**config.mk**
```make
export PLATFORM = sky130hd
export DESIGN_NAME = ui_sync_fifo
export DESIGN_NICKNAME = d
export VERILOG_FILES = /design/src/rtl/ui_sync_fifo.sv
export SDC_FILE = /design/constraint.sdc
export NUM_CORES = 1
export LEC_CHECK = 0
export BUFFER_PORTS_ARGS = -buffer_cell sky130_fd_sc_hd__buf_4
export CAP_MARGIN = 20
export CORE_MARGIN = 2
export CORE_UTILIZATION = 45
export DETAILED_ROUTE_END_ITERATION = 12
export GPL_TIMING_DRIVEN = 0
export HOLD_SLACK_MARGIN = 0.05
export SYNTH_ARGS = -nofsm -noshare
export SYNTH_HDL_FRONTEND = slang
export SYNTH_SLANG_ARGS = --single-unit
export TNS_END_PERCENT = 1
```
**constraint.sdc**
```tcl
create_clock -name clk -period 2.95 [get_ports clk]
set_clock_uncertainty 0.05 [all_clocks]
set_input_delay 0.295 -clock clk [delete_from_list [all_inputs] [get_ports clk]]
set_output_delay 0.295 -clock clk [all_outputs]
set_load 0.03 [all_outputs]
```
**src/rtl/ui_sync_fifo.sv**
```systemverilog
// Single-clock FIFO with a registered occupancy count; head is shown on dout.
module ui_sync_fifo #(
  parameter int WIDTH = 8,
  parameter int DEPTH = 4
) (
  input  logic             clk,
  input  logic             rst_n,
  input  logic             push,
  input  logic             pop,
  input  logic [WIDTH-1:0] din,
  output logic [WIDTH-1:0] dout,
  output logic             full,
  output logic             empty
);
  localparam int PW = (DEPTH > 1) ? $clog2(DEPTH) : 1;

  logic [WIDTH-1:0] mem [DEPTH];
  logic [PW-1:0]    wr_ptr, rd_ptr;
  logic [PW:0]      count;
  logic             do_push, do_pop;

  assign full    = (count == (PW+1)'(DEPTH));
  assign empty   = (count == '0);
  assign do_push = push & ~full;
  assign do_pop  = pop & ~empty;
  assign dout    = mem[rd_ptr];

  always_ff @(posedge clk)
    if (do_push) mem[wr_ptr] <= din;

  always_ff @(posedge clk or negedge rst_n) begin
    if (!rst_n) begin
      wr_ptr <= '0;
      rd_ptr <= '0;
      count  <= '0;
    end else begin
      if (do_push) wr_ptr <= (wr_ptr == PW'(DEPTH-1)) ? '0 : wr_ptr + 1'b1;
      if (do_pop)  rd_ptr <= (rd_ptr == PW'(DEPTH-1)) ? '0 : rd_ptr + 1'b1;
      case ({do_push, do_pop})
        2'b10:   count <= count + 1'b1;
        2'b01:   count <= count - 1'b1;
        default: count <= count;
      endcase
    end
  end
endmodule

```
After elaboration in Yosys (flattened, before gate mapping)

Memories as Yosys holds them, arrays and structs flattened.
Index checks and enable logic that the tools add are counted.

Output and inout bits: 10
Bits in read-only memories: 0
Bits in latches: 0
RAM bits: 32
Memories kept: 1
Logic and storage cells: 24
Flip-flop bits (word level): 7

Memories:

| memory | depth | width | rd ports | clocked after memory_dff | wr ports | line | source |
|---|---|---|---|---|---|---|---|
| mem    | 4     | 8     | 1        | 0                        | 1        | 17   | `logic [WIDTH-1:0] mem [DEPTH];` |

Muxes and demuxes: 5
Shifts and indexed selects: 0
Div/mod/pow operators: 0
Reduce and logical (&&, ||, !) cells: 2
Equal/unequal tests: 5
$mul: 0
Magnitude comparators: 0
Bitwise logic cells: 4
Add/sub/neg operators: 4

Operators with widths:

| cell                | count |
|---|---|
| $eq 2x2->1 const B  | 3 |
| $pmux 3 s2          | 1 |
| $add 2x1->2 const B | 2 |
| $mux 2              | 2 |
| $add 3x1->3 const B | 1 |
| $eq 3x3->1 const B  | 1 |
| $logic_not 3->1     | 1 |
| $sub 3x1->3 const B | 1 |
| $and 1x1->1         | 2 |
| $eq 2x1->1 const B  | 1 |
| $mux 1              | 2 |
| $not 1->1           | 2 |
| $reduce_bool 2->1   | 1 |

Logic depth before layout (Yosys ltp)

Depth in word-level cells: 5
Gate-level depth with buffers: 9
Gate-level depth less buffers: 9

Least setup slack after synthesis

Ideal clock, no wire load.

Path kind: flip-flop to flip-flop
Start: reg count[0]
End: reg count[2]
Clock period less this slack: 2348 ps
Arrival: 2173 ps
Stages on the path, launching flop included: 10
Buffers on the path: 0
Slack: 602 ps
Cells stage by stage: dfrtp_1 > nor3_1 > nand2b_1 > inv_1 > ha_1 > inv_1 > fa_1 > xor2_1 > nor2_1 > xor2_1

Longest elaborated chain between the ends: 5
Elaborated cells between the ends (all ways): 12
Classes of those cells: add/sub (2); eq/ne (3); mux (1); bitwise (4); reduce/logical (2)

Ends and longest elaborated chain:

| what                                                   | line | source |
|---|---|---|
| from (decl)                                            | 19   | `logic [PW:0] count;` |
| from (signal assigned)                                 | 40   | `2'b10: count <= count + 1'b1;` |
| from (signal assigned)                                 | 41   | `2'b01: count <= count - 1'b1;` |
| from (signal assigned)                                 | 42   | `default: count <= count;` |
| $logic_not 3->1 *                                      | 23   | `assign empty = (count == '0);` |
| net empty                                              | 13   | `output logic empty` |
| $not 1->1 *                                            | 25   | `assign do_pop = pop & ~empty;` |
| $and 1x1->1 *                                          | 25   |  |
| net do_pop                                             | 20   | `logic do_push, do_pop;` |
| $eq 2x1->1 / $eq 2x2->1 (equally long branches)        | 39   | `case ({do_push, do_pop})` |
| $pmux 3 s2 / $reduce_bool 2->1 (equally long branches) | n/a  |  |

The timed path passes the listed nets; every way through them passes the cells marked *.
A chain may end at the register's enable or synchronous reset.

Final worst setup path

Start: reg count[0]
End: reg count[2]

Longest elaborated chain between the ends: 5
Elaborated cells between the ends (all ways): 12
Classes of those cells: add/sub (2); eq/ne (3); mux (1); bitwise (4); reduce/logical (2)

Ends and longest elaborated chain:

| what                                                   | line |
|---|---|
| $eq 3x3->1 / $logic_not 3->1 (equally long branches)   | 22, 23 |
| $not 1->1 (on tied branches)                           | 24, 25 |
| $and 1x1->1 (on tied branches)                         | 24, 25 |
| $eq 2x1->1 / $eq 2x2->1 (equally long branches)        | 39 |
| $pmux 3 s2 / $reduce_bool 2->1 (equally long branches) | n/a |

Several ways; a longest one is shown, not always the timed one.

==> summary.txt <==
STA
  – RSZ-0062 raised after global routing: false
  – Final Setup Violations: 0
  – Setup tns final: 0 ns
  – Slew HR: 63.0%
  – Tcrit/Tclk final: 77.1%
  – Fmax: 440 MHz
  – Hold Vio Cnt, Final: 0
  – Slew Viols, Final: 0
  – Worst-Margin Slew: between 0.5 and 0.6 ns
  – Tmin final: around 2.3 ns

Power
  – Comb power frac: a little over two fifths
  – Total power: between 1.5 and 2 mW
  – Max VDD drop: 0.000398 V
  – Clock power share: around an eighth
  – Net Sw Power: around 0.67 mW
  – Pleak: roughly 0.74 nW
  – Seq pwr share: a little over two fifths
  – Internal power: between 1 and 1.5 mW
  – Sw Share: between 30 and 40%
  – Power per Cell Area: approximately 1000 nW/µm²

Global routing
  – Aggregate global routing overflow: 0
  – Vias in the first global route: between 800 and 900
  – Largest net degree at the start of global routing: 12
  – Global-route wire length before repair: around 4.3 mm
  – Number of antenna violations at the first check in global routing: 0
  – All-Layer GR Usage: 15.1%

Worst setup path
  – CP max stage delay: 0.44 ns
  – CP Max Fanout: 6
  – Worst setup EP type: flip-flop
  – CP Cell Sequence: or3b_4 > and2_4 > inv_1 > ha_1 > inv_1 > fa_1 > xor2_1 > nor2_1 > xor2_1
  – Worst EP required: roughly 3.2 ns
  – Worst EP arrival: 2.48 ns
  – Buf+Inv Stages, Crit Path: 2
  – Worst Setup Path Type: reg2reg
  – CP max-delay cell: dfrtp_1
  – Family with the most delay on the worst path: simple AND/OR/NAND/NOR gates
  – Nature of the critical path startpoint: flip-flop

Cells and area
  – P&R area growth vs syn: 17.1%
  – Area taken by multi-input logic gates: 437 µm²
  – Nets: around 130
  – Diodes inserted: 0
  – FF/Latch Area: around 1100 µm²
  – Filler Cell Count: roughly 280
  – Share of cells above drive strength 1: about 41%
  – Cell Count, Final, Fillers Out: roughly 160

Clock network
  – Sink Count: 39
  – Root buffer cell: clkbuf_4
  – CTS Buf Count: 5
  – CTS H-Tree Depth: 2
  – Reg clk slew, reported paths: around 0.11 ns
  – CTS tree: done
  – Clk buf depth: 2
  – Post-CTS sizing: 0
  – Clk_lat worst skew: roughly 0.33 ns
  – Post-CTS Setup Bufs: 0

Placed design
  – Final Wtd Congestion: around 0.66
  – DP Wirelength: around 1.7 mm
  – I/O Buffers: 21
  – Dpl cells: 150

Drt
  – DR iter-0 viols: 24
  – Remaining routing DRC violations: 0
  – Drt total wl: ~2.5 mm
  – Vias per std cell: 5.03
  – Via count: 800
  – Drt wl/cell: ~16 µm
  – DRT Pass-1 Iters: 3
  – Routed Antenna Nets: 0

Min path
  – Hold Path Class: in2reg

Floorplan
  – Die height: approximately 64 µm
  – Core region area: about 3400 µm²
  – Die Area: around 4100 µm²
  – Rows: 21
  – I/O Pins: 22
  – Die extent in x: about 64 µm
  – Initial Util: between 40% and 50%

Yosys
  – Cell Area, Synth: roughly 1600 µm²
  – Sequential fraction of the synthesis area: ~70%
  – Synth Area per Inst: 19.4 µm²
  – Synth Net Count: 102
  – Register bit total from synthesis: 39
  – Total of warnings raised by yosys: 0
  – Synth unique cells: 19
  – Post-synthesis cell count: slightly above 80

Status
  – Status: complete, no violations

Run
  – Max-cap violation count: 0
Yosys cell counts:
master / n / area, µm²
nor3_1: 1 / 5.00
mux2_4: 2 / 30.0
dfrtp_1: 7 / 175
or3b_4: 1 / 11.3
mux2i_1: 1 / 10.0
buf_2: 1 / 5.00
xor2_1: 2 / 17.5
mux4_2: 8 / 180
ha_1: 6 / 75.1
buf_1: 1 / 3.75
and2_4: 1 / 8.76
xnor2_1: 1 / 8.76
fa_1: 1 / 20.0
mux2_2: 2 / 22.5
nor2_1: 3 / 11.3
edfxtp_1: 32 / 961
nand2b_1: 1 / 6.26
and3_2: 4 / 30.0
inv_1: 8 / 30.0
cells by family after synthesis:
group	Yosys count	share of synthesized area, %
XOR/XNOR	3	1.63
AND/OR/NAND/NOR	11	4.50
buffers and inverters	10	2.41
multiplexers	13	15.1
adder cells (fa/ha/maj)	7	5.90
flip-flops	39	70.5
stage by stage:
step	cell area [µm²]	hold WS [ns]	util, %	worst slack, ns
2_1_floorplan	1610	-0.0506	-	0.602
5_1_grt	1890	0.0678	55.7	0.557
6_report	1890	0.108	55.7	0.675
4_1_cts	1890	0.0900	55.7	0.672
3_3_place_gp	1830	0.0640	53.9	0.713
3_5_place_dp	1830	0.0649	53.9	0.717
power by group through the flow:
stage | Sequential [mW] | Combinational (mW) | Clock [mW]
2_1_floorplan | 0.801 | 0.606 | 0
3_3_place_gp | 0.813 | 0.818 | 0
3_5_place_dp | 0.820 | 0.839 | 0
4_1_cts | 0.809 | 0.841 | 0.263
5_1_grt | 0.827 | 0.900 | 0.290
6_report | 0.808 | 0.824 | 0.251
routing by layer:
layer  GRT usage [%]  share of wire (%)  vias up
li1                -                  -      368
met1            18.3                 44      406
met2            24.2                 50       20
met3            6.51                4.7        6
met4            5.43                1.6        0
met5               0                  0        -
cell usage in the layout (no fill, tap or decap), drive strengths merged:
master       synthesis  routed
xnor2                1       1
dlygate4sd3          0       1
ha                   6       6
inv                  8       8
nand2b               1       1
edfxtp              32      32
mux2i                1       1
and2                 1       1
fa                   1       1
and3                 4       4
dfrtp                7       7
clkbuf               0       7
nor3                 1       1
mux4                 8       8
nor2                 3       3
clkinv               0       1
buf                  2      23
xor2                 2       2
or3b                 1       1
mux2                 4       4
layout make-up:
class,count,share of cell area [%]
clock buffer,7,2.39
tap,46,3.05
inverter,8,1.59
buffer,2,0.464
timing repair buffer,22,8.89
sequential,39,60.2
clock inverter,1,0.265
multi-input combinational,34,23.1
what timing repair did:
| item | CTS | global route |
|---|---|---|
| hold buffers | 1 | 0 |
| hold endpoints to repair | 7 | 0 |
| endpoints found under the setup margin | 0 | 0 |
registers in the layout, indices dropped and copies added, names as in the netlist:
name,flops
count,3
wr_ptr,2
rd_ptr,2
mem,32
worst paths after layout:
| check | startpoint | to | slack [ns] | depth (start not counted) |
|---|---|---|---|---|
| setup / recovery | count[0] | count[2] | 0.68 | 9 |
| hold / removal | din[4] | mem[3][4] | 0.11 | 1 |
| setup reg to reg | count[0] | count[2] | 0.68 | 9 |
| hold reg to reg | count[2] | count[2] | 0.45 | 1 |
| max in group asynchronous | rst_n | rd_ptr[0] | 2.48 | 2 |
| min in group asynchronous | rst_n | count[1] | 0.25 | 2 |
No activity file was read; power rests on OpenSTA's default activity.
